$ cat config.mk
export PLATFORM = sky130hd
export DESIGN_NAME = fib_requester_flat
export DESIGN_NICKNAME = d
export VERILOG_FILES = /design/src/rtl/fib_pkg.sv /design/src/rtl/fib_requester_if.sv /design/src/rtl/fib_requester.sv /design/src/flat_wrapper.sv
export SDC_FILE = /design/constraint.sdc
export NUM_CORES = 1
export LEC_CHECK = 0
export CAP_MARGIN = 20
export CORE_MARGIN = 2
export CORE_UTILIZATION = 40
export CTS_BUF_LIST = sky130_fd_sc_hd__clkbuf_8
export CTS_CLUSTER_SIZE = 8
export DETAILED_ROUTE_END_ITERATION = 8
export PLACE_DENSITY = 0.81
export RECOVER_POWER = 100
export SYNTH_ARGS = -nofsm -noshare
export SYNTH_HDL_FRONTEND = slang
export SYNTH_SLANG_ARGS = --single-unit
$ cat constraint.sdc
create_clock -name clk -period 4.5 [get_ports clk]
set_input_delay 0.9 -clock clk [delete_from_list [all_inputs] [get_ports clk]]
set_output_delay 0.9 -clock clk [all_outputs]
set_load 0.005 [all_outputs]
$ cat src/rtl/fib_pkg.sv
// Shared definitions for the fib requester and the fib responder: requester
// state encoding and the default index/result widths, so both sides agree.
package fib_pkg;

  localparam int FIB_N_IN  = 7;
  localparam int FIB_N_OUT = 90;

  typedef enum logic [1:0] {
    ST_IDLE     = 2'd0,
    ST_ARM      = 2'd1,
    ST_WAIT_ACK = 2'd2,
    ST_RESP     = 2'd3
  } fib_state_e;

endpackage : fib_pkg

$ cat src/rtl/fib_requester_if.sv
// Bundle of the three handshakes around the fib requester: host command
// stream, req/ack link to the responder, and the response stream.
// master = requester side, slave = surrounding environment.
interface fib_requester_if
  import fib_pkg::*;
#(
  parameter int N_IN  = FIB_N_IN,
  parameter int N_OUT = FIB_N_OUT
);

  // Command stream
  logic             cmd_valid;
  logic             cmd_ready;
  logic [N_IN-1:0]  cmd_n;

  // Responder link
  logic             req;
  logic [N_IN-1:0]  fib_n;
  logic             ack;
  logic [N_OUT-1:0] result;

  // Response stream
  logic             rsp_valid;
  logic             rsp_ready;
  logic [N_IN-1:0]  rsp_n;
  logic [N_OUT-1:0] rsp_result;
  logic             rsp_err;

  modport master (
    input  cmd_valid, cmd_n, ack, result, rsp_ready,
    output cmd_ready, req, fib_n, rsp_valid, rsp_n, rsp_result, rsp_err
  );

  modport slave (
    output cmd_valid, cmd_n, ack, result, rsp_ready,
    input  cmd_ready, req, fib_n, rsp_valid, rsp_n, rsp_result, rsp_err
  );

endinterface : fib_requester_if

$ cat src/rtl/fib_requester.sv
// Initiator for the fib calculator: takes an index command, runs one req/ack
// transaction with the responder and returns F(n) on the response stream.
// Index 0 is answered locally without touching the responder.
// Optional watchdog: define FIB_REQ_TIMEOUT_EN to abort a transaction after
// TIMEOUT cycles in ARM/WAIT_ACK with rsp_err=1 and rsp_result=0.
module fib_requester
  import fib_pkg::*;
#(
  parameter int N_IN    = FIB_N_IN,
  parameter int N_OUT   = FIB_N_OUT,
  parameter int TIMEOUT = 256
) (
  input  logic            clk,
  input  logic            rst,
  fib_requester_if.master bus
);

  fib_state_e       state_q, state_d;
  logic             req_q, req_d;
  logic [N_IN-1:0]  fib_n_q, fib_n_d;
  logic             rsp_valid_q, rsp_valid_d;
  logic [N_IN-1:0]  rsp_n_q, rsp_n_d;
  logic [N_OUT-1:0] rsp_result_q, rsp_result_d;
  logic             timeout_hit;

`ifdef FIB_REQ_TIMEOUT_EN
  localparam int CNT_W = (TIMEOUT > 1) ? $clog2(TIMEOUT) : 1;

  logic [CNT_W-1:0] cnt_q, cnt_d;
  logic             rsp_err_q, rsp_err_d;

  // Last cycle of the watchdog window: abort at this edge
  assign timeout_hit = (cnt_q == CNT_W'(TIMEOUT - 1));
  assign bus.rsp_err = rsp_err_q;
`else
  assign timeout_hit = 1'b0;
  assign bus.rsp_err = 1'b0;
`endif

  // Command is only taken in IDLE, and never while reset is held
  assign bus.cmd_ready  = (state_q == ST_IDLE) && !rst;
  assign bus.req        = req_q;
  assign bus.fib_n      = fib_n_q;
  assign bus.rsp_valid  = rsp_valid_q;
  assign bus.rsp_n      = rsp_n_q;
  assign bus.rsp_result = rsp_result_q;

  // State register
  always_ff @(posedge clk or posedge rst) begin
    if (rst) begin
      state_q <= ST_IDLE;
    end else begin
      state_q <= state_d;
    end
  end

  // Registered outputs toward responder and response stream
  always_ff @(posedge clk or posedge rst) begin
    if (rst) begin
      req_q        <= 1'b0;
      fib_n_q      <= '0;
      rsp_valid_q  <= 1'b0;
      rsp_n_q      <= '0;
      rsp_result_q <= '0;
`ifdef FIB_REQ_TIMEOUT_EN
      cnt_q        <= '0;
      rsp_err_q    <= 1'b0;
`endif
    end else begin
      req_q        <= req_d;
      fib_n_q      <= fib_n_d;
      rsp_valid_q  <= rsp_valid_d;
      rsp_n_q      <= rsp_n_d;
      rsp_result_q <= rsp_result_d;
`ifdef FIB_REQ_TIMEOUT_EN
      cnt_q        <= cnt_d;
      rsp_err_q    <= rsp_err_d;
`endif
    end
  end

  // Next-state and output decode; everything holds unless a state acts on it
  always_comb begin
    state_d      = state_q;
    req_d        = req_q;
    fib_n_d      = fib_n_q;
    rsp_valid_d  = rsp_valid_q;
    rsp_n_d      = rsp_n_q;
    rsp_result_d = rsp_result_q;
`ifdef FIB_REQ_TIMEOUT_EN
    cnt_d        = cnt_q;
    rsp_err_d    = rsp_err_q;
`endif

    unique case (state_q)
      ST_IDLE: begin
        if (bus.cmd_valid) begin
          rsp_n_d = bus.cmd_n;
          if (bus.cmd_n == '0) begin
            // F(0) = 0: answer directly, responder stays untouched
            rsp_result_d = '0;
            rsp_valid_d  = 1'b1;
            state_d      = ST_RESP;
          end else begin
            fib_n_d = bus.cmd_n;
            req_d   = 1'b1;
            state_d = ST_ARM;
`ifdef FIB_REQ_TIMEOUT_EN
            cnt_d   = '0;
`endif
          end
        end
      end

      ST_ARM: begin
        // ack may still be high from the previous transaction; wait for the
        // responder to take the new req and drop it before trusting ack
        if (!bus.ack) begin
          state_d = ST_WAIT_ACK;
        end
`ifdef FIB_REQ_TIMEOUT_EN
        cnt_d = cnt_q + CNT_W'(1);
`endif
      end

      ST_WAIT_ACK: begin
        if (bus.ack) begin
          rsp_result_d = bus.result;
          req_d        = 1'b0;
          rsp_valid_d  = 1'b1;
          state_d      = ST_RESP;
        end
`ifdef FIB_REQ_TIMEOUT_EN
        cnt_d = cnt_q + CNT_W'(1);
`endif
      end

      ST_RESP: begin
        if (bus.rsp_ready) begin
          rsp_valid_d = 1'b0;
`ifdef FIB_REQ_TIMEOUT_EN
          rsp_err_d   = 1'b0;
`endif
          state_d     = ST_IDLE;
        end
      end

      default: begin
        state_d = ST_IDLE;
      end
    endcase

    // Watchdog abort; a real ack arriving on the same edge still wins
    if (timeout_hit &&
        ((state_q == ST_ARM) || ((state_q == ST_WAIT_ACK) && !bus.ack))) begin
      req_d        = 1'b0;
      rsp_result_d = '0;
      rsp_valid_d  = 1'b1;
      state_d      = ST_RESP;
`ifdef FIB_REQ_TIMEOUT_EN
      rsp_err_d    = 1'b1;
`endif
    end
  end

endmodule : fib_requester

$ cat src/flat_wrapper.sv
// flat-port wrapper written by rule: the top's interface ports become plain ports
module fib_requester_flat import fib_pkg::*;
#(
  parameter int N_IN    = FIB_N_IN,
  parameter int N_OUT   = FIB_N_OUT,
  parameter int TIMEOUT = 256
)
  (clk, rst, bus_cmd_valid, bus_cmd_n, bus_ack, bus_result, bus_rsp_ready, bus_cmd_ready, bus_req, bus_fib_n, bus_rsp_valid, bus_rsp_n, bus_rsp_result, bus_rsp_err);
  fib_requester_if #(.N_IN(N_IN), .N_OUT(N_OUT)) bus_i ();
  input  logic clk;
  input  logic rst;
  input wire logic [$bits(bus_i.cmd_valid)-1:0] bus_cmd_valid;
  input wire logic [$bits(bus_i.cmd_n)-1:0] bus_cmd_n;
  input wire logic [$bits(bus_i.ack)-1:0] bus_ack;
  input wire logic [$bits(bus_i.result)-1:0] bus_result;
  input wire logic [$bits(bus_i.rsp_ready)-1:0] bus_rsp_ready;
  output wire logic [$bits(bus_i.cmd_ready)-1:0] bus_cmd_ready;
  output wire logic [$bits(bus_i.req)-1:0] bus_req;
  output wire logic [$bits(bus_i.fib_n)-1:0] bus_fib_n;
  output wire logic [$bits(bus_i.rsp_valid)-1:0] bus_rsp_valid;
  output wire logic [$bits(bus_i.rsp_n)-1:0] bus_rsp_n;
  output wire logic [$bits(bus_i.rsp_result)-1:0] bus_rsp_result;
  output wire logic [$bits(bus_i.rsp_err)-1:0] bus_rsp_err;
  assign bus_i.cmd_valid = bus_cmd_valid;
  assign bus_i.cmd_n = bus_cmd_n;
  assign bus_i.ack = bus_ack;
  assign bus_i.result = bus_result;
  assign bus_i.rsp_ready = bus_rsp_ready;
  assign bus_cmd_ready = bus_i.cmd_ready;
  assign bus_req = bus_i.req;
  assign bus_fib_n = bus_i.fib_n;
  assign bus_rsp_valid = bus_i.rsp_valid;
  assign bus_rsp_n = bus_i.rsp_n;
  assign bus_rsp_result = bus_i.rsp_result;
  assign bus_rsp_err = bus_i.rsp_err;
  fib_requester #(.N_IN(N_IN), .N_OUT(N_OUT), .TIMEOUT(TIMEOUT)) u_core (.clk(clk), .rst(rst), .bus(bus_i));
endmodule
==> flow_summary_export.csv <==
group,metric,value,unit
clock_network,ctsHtreeMaxLevel,3,
placed_design,port_buffers,208,
worst_setup_path,cp_max_fo,45,
timing,hold_violations,0,
timing,fin_crit,3.43,ns
flow_run,maxCapViolCount,1,
placed_design,dpl.cell_count,601,
grt,grt_pass1_vias,3295,
worst_setup_path,critical_path_class,"in2reg",
timing,worst_pin_slew,1.58,ns
routing,drc_errors,0,
clock_network,cts_buffers,9,
placed_design,hpwlAfterDp,7.38,mm
clock_network,clock_latency,0.36,ns
routing,wl_per_cell,16.8,um
worst_setup_path,cp-start-kind,"input port",
hold_path,hold_depth,1,
worst_setup_path,reg2reg_depth,7,
clock_network,tritoncts,"built",
timing,slew_viol_final,39,
pwr,p_leak,2.89,nW
placed_design,gp_congestion,0.732,
worst_setup_path,r2r_setup_slack,1.86,ns
routing,wl,10.4,mm
logic_synthesis,synth_nets,381,
cells_and_area,regArea,0.00270,sq mm
grt,grt_antenna_before_repair,0,
timing,period_share,76.1,%
grt,gr-usage-all-layers,18.8,%
cells_and_area,final_layout_size_suffix_gt1_share,6.00,%
floorplan,die_w,105,um
hold_path,hold_start,"u_core.bus.rsp_n[0]$_DFFE_PP0P_",
timing,fmax,292,MHz
floorplan,fp.dieH,105,um
cells_and_area,multi_input_area,0.00118,sq mm
logic_synthesis,yosysSeqAreaShare,65.7,%
timing,hold_ws,0.490,ns
routing,vias_per_cell,5.00,
cells_and_area,fillers,767,
pwr,powerDensity,626,mW/mm^2
clock_network,clk_pin_slew,0.10,ns
floorplan,rows,37,
timing,tns,0,ns
clock_network,cts_buffer_depth,2,
hold_path,hold_end,"u_core.bus.rsp_n[0]$_DFFE_PP0P_",
worst_setup_path,r2r-end,"u_core.bus.rsp_result[47]$_DFFE_PP0P_",
worst_setup_path,arrival,3.71,ns
worst_setup_path,worstReg2RegStart,"u_core.state_q[0]$_DFFE_PP0P_",
logic_synthesis,synth-seq-cells,108,
placed_design,place_area,0.00621,sq mm
floorplan,initial_core_util,40.6,%
clock_network,cts-root-buf,"clkbuf_8",
timing,slew_headroom,-6.12,%
worst_setup_path,worstSetupEndpointType,"register",
worst_setup_path,required,4.79,ns
clock_network,clkSinkCount,108,
logic_synthesis,yosys.area.top_type_share,65.7,%
logic_synthesis,yosysWarnings,0,
logic_synthesis,synthCells,275,
routing,first_pass_iters,5,
timing,grt_setup_unrepaired,"no",
routing,drtIter0Drc,153,
cells_and_area,instances_no_fill,619,
hold_path,hp-class,"reg2reg",
logic_synthesis,synthDistinctLibCells,33,
cells_and_area,nNetsFinal,584,
status,violations,"max-capacitance violations, max-slew violations",
cells_and_area,area_delta_synth_final,55.5,%
floorplan,ioPinCount,210,
floorplan,coreArea,0.0101,sq mm
pwr,power,4.00,mW
clock_network,postCtsSetupBuffers,0,
logic_synthesis,post_synth_main_area_contributors,"dfrtp_1 (66%), a22o_1 (21%), buf_8 (3.3%), ha_1 (1.2%), mux2_2 (1.1%)",
grt,grt_pass1_wl,16.7,mm
clock_network,cts_resized,0,
grt,grt_start_max_net_pins,88,
logic_synthesis,synth_top_area_cell,"dfrtp_1",
clock_network,holdBufCountCts,0,
timing,skew,0.0111,ns
pwr,ir_drop,298,uV
logic_synthesis,synth.avg_cell_area,15.0,sq um
status,status,"complete, but fails checks",
timing,setup_viol_count_final,0,
cells_and_area,finalInstanceArea,0.00640,sq mm
grt,grt-ovfl-total,0,
logic_synthesis,netlist_area,0.00412,sq mm
floorplan,die_area,0.0111,sq mm
routing,vias,3096,
cells_and_area,n_antenna_cell,0,
routing,postRouteAntennaNets,0,
-- layout make-up --
cell class	count	area share, %
inverters	5	0.313
clock buffers	11	2.37
repair buffers	214	33.3
well taps	136	2.66
multi-input cells	140	18.5
clock inverters	5	0.704
flip-flops and latches	108	42.2
-- per-layer routing --
layer,track usage (%),vias up,wire [um],part of all wire [%]
li1,-,1445,-,-
met1,25.3,1527,4430,43
met2,30.0,110,5240,50
met3,4.21,14,565,5.4
met4,6.48,0,161,1.5
met5,0,-,0,0
-- state kept, by name (all words and copies together) (netlist names) --
signal and cells:
u_core.bus.rsp_n 7, u_core.bus.req 1, u_core.bus.rsp_valid 1, u_core.bus.fib_n 7
u_core.state_q 2, u_core.bus.rsp_result 90
-- through the flow --
stage | worst slack (ns) | util, %
after floorplan | 0.754 | -
after CTS | 1.38 | 63.2
after global placement | 1.08 | 61.3
after global routing | 0.835 | 63.1
final | 1.07 | 63.1
after detailed placement | 0.999 | 61.3
-- cell usage after synthesis --
| cell type | instances |
|---|---|
| nor2b_1 | 4 |
| buf_2 | 5 |
| ha_1 | 4 |
| o41ai_2 | 2 |
| buf_4 | 1 |
| inv_1 | 4 |
| and3_1 | 1 |
| and4_1 | 1 |
| nand3_1 | 1 |
| conb_1 | 1 |
| a21boi_0 | 1 |
| buf_8 | 9 |
| o21ai_1 | 2 |
| dfrtp_1 | 108 |
| nor3_1 | 1 |
| mux2_1 | 3 |
| clkbuf_1 | 6 |
| nor3_2 | 1 |
| or3_1 | 1 |
| nand2_1 | 3 |
| mux2i_1 | 2 |
| nand2b_1 | 1 |
| a21oi_1 | 2 |
| inv_2 | 1 |
| buf_6 | 1 |
| o21ai_0 | 1 |
| nor2_1 | 3 |
| mux2_2 | 4 |
| a31oi_1 | 1 |
| and2_1 | 1 |
| o22ai_1 | 1 |
| or4_4 | 1 |
| a22o_1 | 97 |
-- kinds of logic (layout without fill, tap and decap cells) --
logic type | after synthesis | in the layout | share of synthesized area [%]
other | 1 | 1 | 0.0911
adders and majority gates | 4 | 4 | 1.22
DFF | 108 | 108 | 65.7
and+or+nand+nor | 19 | 19 | 2.74
buffers and inverters | 27 | 235 | 5.35
AOI/OAI and AO/OA | 107 | 107 | 22.5
muxes | 9 | 9 | 2.40
-- cells in the final DEF (no fill, tap or decap), types with 2 or more instances in the layout --
cell type	instances
nand2_1	3
nor2_1	3
clkbuf_8	11
dlygate4sd3_1	110
clkinv_4	3
mux2i_1	2
o21ai_0	2
o41ai_1	2
a22o_1	97
mux2_2	4
clkdlybuf4s50_1	98
ha_1	4
inv_1	3
clkbuf_2	3
nor3_1	2
mux2_1	3
a21oi_1	2
dfrtp_1	108
nor2b_1	4
-- critical path, cell delays in order --
cell and delay (ns):
dlygate4sd3_1 0.58, or4_1 0.60, o41ai_1 0.42, and3_2 0.27
clkbuf_2 0.68, a22o_1 0.25
-- how the worst max path moves through the flow --
stage / cells after the start / slack (ns) / to / from
2_1_floorplan: 1 / 0.75 / u_core.bus.fib_n[0]$_DFFE_PP0P_ / rst
5_1_grt: 3 / 0.84 / u_core.bus.rsp_result[53]$_DFFE_PP0P_ / rst
4_1_cts: 6 / 1.38 / u_core.bus.rsp_result[41]$_DFFE_PP0P_ / bus_cmd_n[3]
3_3_place_gp: 6 / 1.08 / u_core.bus.rsp_result[71]$_DFFE_PP0P_ / bus_cmd_n[3]
6_report: 6 / 1.07 / u_core.bus.rsp_result[47]$_DFFE_PP0P_ / bus_cmd_n[5]
3_5_place_dp: 6 / 1.0 / u_core.bus.rsp_result[5]$_DFFE_PP0P_ / bus_cmd_n[3]
-- report_power, final --
part           internal, mW  switching [mW]  total (mW)  leakage (nW)
Sequential             1.42           0.229        1.65          1.35
Combinational          1.11           0.669        1.78          1.45
Clock                 0.239           0.331       0.570        0.0976
Total                  2.77            1.23        4.00          2.89
Power figures use the tool's default switching activity.
